<file path="config.mk">
export PLATFORM = sky130hd
export DESIGN_NAME = vga_raster
export DESIGN_NICKNAME = d
export VERILOG_FILES = /design/src/rtl/vga_raster.sv
export SDC_FILE = /design/constraint.sdc
export NUM_CORES = 1
export LEC_CHECK = 0
export CORE_AREA = 2 2 680 682
export CTS_BUF_LIST = sky130_fd_sc_hd__clkbuf_4 sky130_fd_sc_hd__clkbuf_8 sky130_fd_sc_hd__clkbuf_16
export DETAILED_ROUTE_END_ITERATION = 8
export DIE_AREA = 0 0 682 684
export SYNTH_ARGS = -nofsm -noshare
export SYNTH_HDL_FRONTEND = slang
export SYNTH_SLANG_ARGS = --single-unit
</file>
<file path="constraint.sdc">
create_clock -name clk -period 8.21 [get_ports clk]
set_clock_uncertainty 0.2 [all_clocks]
set_input_delay 1.2315 -clock clk [delete_from_list [all_inputs] [get_ports clk]]
set_output_delay 1.2315 -clock clk [all_outputs]
set_load 0.01 [all_outputs]
</file>
<file path="src/rtl/vga_raster.sv">
// vga_raster: 640x480@60Hz VGA timing plus Tetris board, frame and
// next-piece preview renderer, two 50 MHz clocks per pixel.
//
// Ports:
//   clk        50 MHz system clock
//   rst        synchronous reset, active-low
//   enable     1 = colour on; 0 = RGB forced to 000, syncs keep running
//   clear      1 = counters held at 0, outputs at reset values
//   tiles      200 tile bytes, row-major, byte 0 in bits [0:7], MSB first
//   next_tile  16 preview bytes, same packing, 4x4 grid
//   hcnt       horizontal clock counter, 0..1599
//   vcnt       line counter, 0..524
//   vga_HS     horizontal sync, active-low
//   vga_VS     vertical sync, active-low
//   vga_R/G/B  1-bit colour outputs
module vga_raster (
   input  logic          clk,
   input  logic          rst,
   input  logic          enable,
   input  logic          clear,
   input  logic [0:1599] tiles,
   input  logic [0:127]  next_tile,
   output logic [10:0]   hcnt,
   output logic [9:0]    vcnt,
   output logic          vga_HS,
   output logic          vga_VS,
   output logic          vga_R,
   output logic          vga_G,
   output logic          vga_B
);

   localparam logic [10:0] H_LAST  = 11'd1599;
   localparam logic [9:0]  V_LAST  = 10'd524;

   // Sync windows in clock/line units; end is exclusive.
   localparam logic [10:0] HS_BEG  = 11'd1312;
   localparam logic [10:0] HS_END  = 11'd1504;
   localparam logic [9:0]  VS_BEG  = 10'd490;
   localparam logic [9:0]  VS_END  = 10'd492;

   localparam logic [9:0]  H_VIS   = 10'd640;
   localparam logic [9:0]  V_VIS   = 10'd480;

   localparam logic [9:0]  BOARD_X = 10'd240;
   localparam logic [9:0]  BOARD_Y = 10'd80;
   localparam logic [9:0]  BOARD_R = 10'd400;
   localparam logic [9:0]  BOARD_B = 10'd400;

   localparam logic [9:0]  FRM_L   = 10'd232;
   localparam logic [9:0]  FRM_R   = 10'd408;
   localparam logic [9:0]  FRM_T   = 10'd72;
   localparam logic [9:0]  FRM_B   = 10'd408;

   localparam logic [9:0]  NEXT_X  = 10'd448;
   localparam logic [9:0]  NEXT_Y  = 10'd80;
   localparam logic [9:0]  NEXT_R  = 10'd512;
   localparam logic [9:0]  NEXT_B  = 10'd144;

   logic [10:0] hcnt_q, hcnt_d;
   logic [9:0]  vcnt_q, vcnt_d;
   logic        hs_q, hs_d;
   logic        vs_q, vs_d;
   logic [2:0]  rgb_q, rgb_d;

   logic [9:0]  x;
   logic [9:0]  y;
   logic        vis;
   logic        in_board;
   logic        in_frame;
   logic        in_next;

   logic [7:0]  bx;
   logic [8:0]  by;
   logic [7:0]  tidx;
   logic [2:0]  tile_rgb;
   logic        tile_gap;

   logic [5:0]  nx;
   logic [5:0]  ny;
   logic [3:0]  nidx;
   logic [2:0]  next_rgb;
   logic        next_gap;

   logic [2:0]  pix;

   // ---------------------------------------------------------------
   // Counters
   // ---------------------------------------------------------------
   always_comb begin
      hcnt_d = hcnt_q + 11'd1;
      vcnt_d = vcnt_q;
      if (hcnt_q == H_LAST) begin
         hcnt_d = 11'd0;
         if (vcnt_q == V_LAST) begin
            vcnt_d = 10'd0;
         end else begin
            vcnt_d = vcnt_q + 10'd1;
         end
      end
      if (clear) begin
         hcnt_d = 11'd0;
         vcnt_d = 10'd0;
      end
   end

   // ---------------------------------------------------------------
   // Region decode on the current counter value
   // ---------------------------------------------------------------
   always_comb begin
      x = hcnt_q[10:1];
      y = vcnt_q;

      vis = (x < H_VIS) && (y < V_VIS);

      in_board = (x >= BOARD_X) && (x < BOARD_R) &&
                 (y >= BOARD_Y) && (y < BOARD_B);

      in_frame = (x >= FRM_L) && (x < FRM_R) &&
                 (y >= FRM_T) && (y < FRM_B) && !in_board;

      in_next  = (x >= NEXT_X) && (x < NEXT_R) &&
                 (y >= NEXT_Y) && (y < NEXT_B);
   end

   // ---------------------------------------------------------------
   // Board cell lookup
   // ---------------------------------------------------------------
   // Offsets only need enough bits to span the board; the modular
   // subtraction is exact whenever in_board is set.
   always_comb begin
      bx = x[7:0] - BOARD_X[7:0];
      by = y[8:0] - BOARD_Y[8:0];

      tidx = 8'd0;
      if (in_board) begin
         tidx = {3'b000, by[8:4]} * 8'd10 + {4'b0000, bx[7:4]};
      end

      // Bits 5..7 of each MSB-first byte carry R,G,B.
      tile_rgb = tiles[({tidx, 3'b000} + 11'd5) +: 3];
      tile_gap = (bx[3:0] == 4'hf) || (by[3:0] == 4'hf);
   end

   // ---------------------------------------------------------------
   // Preview cell lookup
   // ---------------------------------------------------------------
   always_comb begin
      nx = x[5:0] - NEXT_X[5:0];
      ny = y[5:0] - NEXT_Y[5:0];

      nidx = 4'd0;
      if (in_next) begin
         nidx = {ny[5:4], nx[5:4]};
      end

      next_rgb = next_tile[({nidx, 3'b000} + 7'd5) +: 3];
      next_gap = (nx[3:0] == 4'hf) || (ny[3:0] == 4'hf);
   end

   // ---------------------------------------------------------------
   // Colour select and sync, one register stage after the counters
   // ---------------------------------------------------------------
   always_comb begin
      pix = 3'b000;
      unique case (1'b1)
         in_board: pix = tile_gap ? 3'b000 : tile_rgb;
         in_frame: pix = 3'b111;
         in_next:  pix = next_gap ? 3'b000 : next_rgb;
         default:  pix = 3'b000;
      endcase

      rgb_d = (vis && enable) ? pix : 3'b000;
      hs_d  = !((hcnt_q >= HS_BEG) && (hcnt_q < HS_END));
      vs_d  = !((vcnt_q >= VS_BEG) && (vcnt_q < VS_END));

      if (clear) begin
         rgb_d = 3'b000;
         hs_d  = 1'b1;
         vs_d  = 1'b1;
      end
   end

   always_ff @(posedge clk) begin
      if (!rst) begin
         hcnt_q <= 11'd0;
         vcnt_q <= 10'd0;
         hs_q   <= 1'b1;
         vs_q   <= 1'b1;
         rgb_q  <= 3'b000;
      end else begin
         hcnt_q <= hcnt_d;
         vcnt_q <= vcnt_d;
         hs_q   <= hs_d;
         vs_q   <= vs_d;
         rgb_q  <= rgb_d;
      end
   end

   assign hcnt   = hcnt_q;
   assign vcnt   = vcnt_q;
   assign vga_HS = hs_q;
   assign vga_VS = vs_q;
   assign vga_R  = rgb_q[2];
   assign vga_G  = rgb_q[1];
   assign vga_B  = rgb_q[0];

endmodule

</file>
==> impl_metrics.py, run 1 <==
metrics = {
    "yosys": {
        "synthMuxAreaShare_pct": 20.3,
        "ys_types": 81,
        "ys.warnings.count": 0,
        "synth_area_leaders": "mux2i_1 (13%), a221oi_1 (6.6%), dfxtp_1 (6.4%)",
        "syn_area_um2": 8110,
        "ys_async_sr_fraction_pct": 0,
        "seq_area_frac_synth_pct": 6.42,
        "synth_top_family_by_area": "compound AO/OA/AOI/OAI gates",
        "synth-edff-count": 0,
        "synth_adder_area_share_pct": 3.89,
        "synth_top_area_share_pct": 13.2,
        "synthFlopType": "dfxtp_1",
        "synth-xor-area-share_pct": 2.92,
        "ys_ff_latch": 26,
        "syn-num-nets": 2890,
        "syn_avg_cell_area_um2": 7.15,
        "synth.largest_area_cell": "mux2i_1",
        "synth_cells": 1134,
        "synth_compound_area_share_pct": 38.4,
        "synthSimpleGateAreaFrac_pct": 20.9,
    },
    "die": {
        "die_h_um": 684,
        "start_util_pct": 1.77,
        "num_io_pins": 1758,
        "coreArea_um2": 459000,
        "die_w_um": 682,
        "placementRows": 249,
        "die_area_um2": 466000,
    },
    "timing": {
        "tns_ns": 0,
        "post-route-period-util_pct": 88.1,
        "hold_slack_ns": 0.323,
        "finalCriticalPeriod_ns": 7.23,
        "slew-limit-headroom_pct": -9.10,
        "slew_viol_final": 2,
        "grt_setup_unrepaired": "no",
        "clock.fmax_mhz": 138,
        "worst_pin_slew_ns": 1.62,
        "setup_viol": 0,
        "finalHoldViolCount": 0,
    },
    "job": {
        "drv_cap": 1,
    },
    "clock_tree": {
        "htree_levels": 1,
        "clockBufferDepth": 2,
        "cts.reportedPaths.clkPinSlew_ns": 0.07,
        "cts.sinks": 26,
        "clk_latency_ns": 0.27,
        "post_cts_resized": 0,
        "holdBufCountCts": 0,
        "cts_tree": "done",
        "cts_buffers": 3,
        "root_buffer": "clkbuf_16",
        "cts_setup_buffers": 0,
    },
    "routing": {
        "drc_errors": 0,
        "drt-initial-drc-count": 1123,
        "wirelength_mm": 145,
        "avgViaCountPerCell": 1.66,
        "antenna_left": 0,
        "dr.pass1.iters": 5,
        "wl_per_cell_um": 18.2,
        "vias": 13262,
    },
    "global_routing": {
        "grt_pass1_wl_mm": 171,
        "grt_pass1_vias": 13102,
        "globalRouteOverflowTotal": 0,
        "grt_max_degree": 56,
        "antenna_found_initial": 81,
        "track_usage_pct": 5.93,
    },
    "worst_setup_path": {
        "slowest_delay_ns": 1.06,
        "start_kind": "flip-flop",
        "ff2ff_setup_slack_ns": 0.98,
        "cpMostUsedCell": "inv_1",
        "critPathKind": "reg2reg",
        "arrival_ns": 7.17,
        "worstPathMaxFanout": 27,
        "end_kind": "flip-flop",
        "cp.required_ns": 8.14,
        "r2r_cells": 12,
        "worstReg2RegStart": "vcnt[5]",
        "crit_slowest_cell": "nor2_4",
        "r2r-end": "rgb_q[0]",
        "critPathBufInv": 3,
        "path_cells": "inv_1 -> ha_1 -> inv_1 -> fa_4 -> buf_4 -> nand2_1 -> nor2_4 -> a21oi_1 -> nand3_1 -> nand4_1 -> and3_1 -> o41a_1",
        "cp_top_family": "simple AND/OR/NAND/NOR gates",
    },
    "power_and_ir_drop": {
        "p_leak_nw": 5.42,
        "irDropWorstVdd_uv": 60.9,
        "p_per_area_nw_per_um2": 31.2,
    },
    "finish": {
        "drive_gt1_share_pct": 10.7,
        "areaGrowthSynthToFinish_pct": 186,
        "nNetsFinal": 3544,
    },
    "min_path": {
        "hold_depth": 1,
        "hp-class": "reg2reg",
        "hold_start": "hcnt[0]",
        "hold_end": "hcnt[0]",
    },
    "run_status": {
        "failed_checks": "max-capacitance violations, max-slew violations",
        "outcome": "finished with violations",
    },
    "placed_design": {
        "place_hpwl_mm": 130,
        "place_congestion": 0.749,
        "io_buffers": 677,
    },
}
==> cell usage after synthesis (7+ instances only) <==
master and instances:
o21ai_0 49, a21oi_1 101, buf_6 7, a211oi_1 59
nor3_1 30, and2_1 8, buf_2 36, nand3_1 31
o221ai_1 14, clkbuf_1 56, mux2_2 31, o22ai_1 12
mux4_2 10, nor4_1 13, a32oi_1 9, a31oi_1 12
xor2_1 13, a2111oi_0 10, nor2_1 78, buf_1 9
inv_1 15, nor2b_1 10, ha_1 22, nand4_1 13
o32ai_1 8, mux2i_1 107, xnor2_1 14, a221oi_1 61
a221o_1 12, o2111ai_1 9, dfxtp_1 26, and3_1 16
nand2_1 122
==> power breakdown <==
part           internal, W  switching, W  leakage, nW
clock            0.0000973     0.0000493       0.0513
combinational     0.000314      0.000136         5.15
sequential        0.000126   0.000000890        0.211
==> metrics by stage <==
stage	setup WS [ns]	util (%)	instance area (µm²)	instances	power [W]
after detailed placement	0.630	5.01	23000	7931	0.000589
final	0.978	5.06	23200	7968	0.000724
after floorplan	3.35	-	8110	1134	0.000190
after global placement	-0.750	4.95	22700	7915	0.000582
after CTS	0.604	5.04	23100	7935	0.000738
after global routing	0.688	5.04	23100	7944	0.000760
==> sequential cells by signal, summed over array words and instances (netlist names) <==
signal,cells
hcnt,11
rgb_q,3
vcnt,10
vga_HS,1
vga_VS,1
==> kinds of logic after synthesis <==
group                    Yosys count
buffers and inverters            127
flip-flops                        26
multiplexers                     148
adder cells (fa/ha/maj)           24
AO/OA/AOI/OAI                    429
AND/OR/NAND/NOR                  353
XOR/XNOR                          27
==> final cells by class <==
type                       count  area, µm²
clock buffer                   3       75.1
multi-input combinational    981       7230
sequential                    26        524
tap                         6149       7690
timing repair buffer         760       7510
fill                       54288     436000
clock inverter                 1       30.0
inverter                      16       65.1
antenna                       32       80.1
==> layout by cell type, fill, tap and decap left out, types with 13 or more instances in the layout <==
cell,count
mux2_2,31
and3_1,16
xnor2_1,14
mux2i_1,103
clkdlybuf4s50_1,677
buf_4,71
a221oi_1,60
nand3_1,30
o221ai_1,14
nand2_1,116
nor2_1,71
nor3_1,28
a211oi_1,56
a21oi_1,99
diode_2,32
dfxtp_1,25
o21ai_0,48
nand4_1,13
inv_1,14
ha_1,21
==> worst max path at each step <==
| stage | startpoint | to | slack (ns) | cells after the start |
|---|---|---|---|---|
| after CTS | vcnt[4] | rgb_q[0] | 0.60 | 14 |
| after global placement | vcnt[4] | rgb_q[1] | -0.75 | 13 |
| after floorplan | hcnt[5] | rgb_q[0] | 3.35 | 15 |
| after detailed placement | vcnt[4] | rgb_q[0] | 0.63 | 14 |
| final | vcnt[5] | rgb_q[0] | 0.98 | 12 |
| after global routing | vcnt[5] | rgb_q[0] | 0.69 | 14 |
==> worst register-to-register path, stage by stage, from the launching register on <==
cell and delay (ns):
dfxtp_1 0.52, inv_1 0.18, ha_1 0.64, inv_1 0.39, fa_4 1.02, buf_4 0.45, nand2_1 0.20, nor2_4 1.06
a21oi_1 0.17, nand3_1 0.58, nand4_1 0.72, and3_1 0.55, o41a_1 0.40
==> metal layers <==
metal / track usage, % / part of all wire (%) / vias to the layer above
li1: - / - / 5875
met1: 7.32 / 42 / 6430
met2: 10.2 / 48 / 796
met3: 1.67 / 8.2 / 135
met4: 1.27 / 2.1 / 26
met5: 0 / 0.10 / -
(Power assumes the default switching activity.)
==> inputs of run 2 (changes only) <==
==> constraint.sdc (replaced) <==
create_clock -name clk -period 8.21 [get_ports clk]
set_clock_uncertainty 0.2 [all_clocks]
set_input_delay 1.642 -clock clk [delete_from_list [all_inputs] [get_ports clk]]
set_output_delay 1.642 -clock clk [all_outputs]
set_load 0.01 [all_outputs]
==> results of run 2 <==
Same layout as run 1: the final DEF is identical, and so are final timing and power.
==> inputs of run 3 (changes only) <==
--- a/config.mk
+++ b/config.mk
@@ -7,8 +7,10 @@
 export LEC_CHECK = 0
 export CORE_AREA = 2 2 680 682
 export CTS_BUF_LIST = sky130_fd_sc_hd__clkbuf_4 sky130_fd_sc_hd__clkbuf_8 sky130_fd_sc_hd__clkbuf_16
+export CTS_CLUSTER_SIZE = 12
 export DETAILED_ROUTE_END_ITERATION = 8
 export DIE_AREA = 0 0 682 684
 export SYNTH_ARGS = -nofsm -noshare
 export SYNTH_HDL_FRONTEND = slang
 export SYNTH_SLANG_ARGS = --single-unit
+export TNS_END_PERCENT = 50
==> results of run 3 <==
Same layout as run 1: the final DEF is identical, and so are final timing and power.
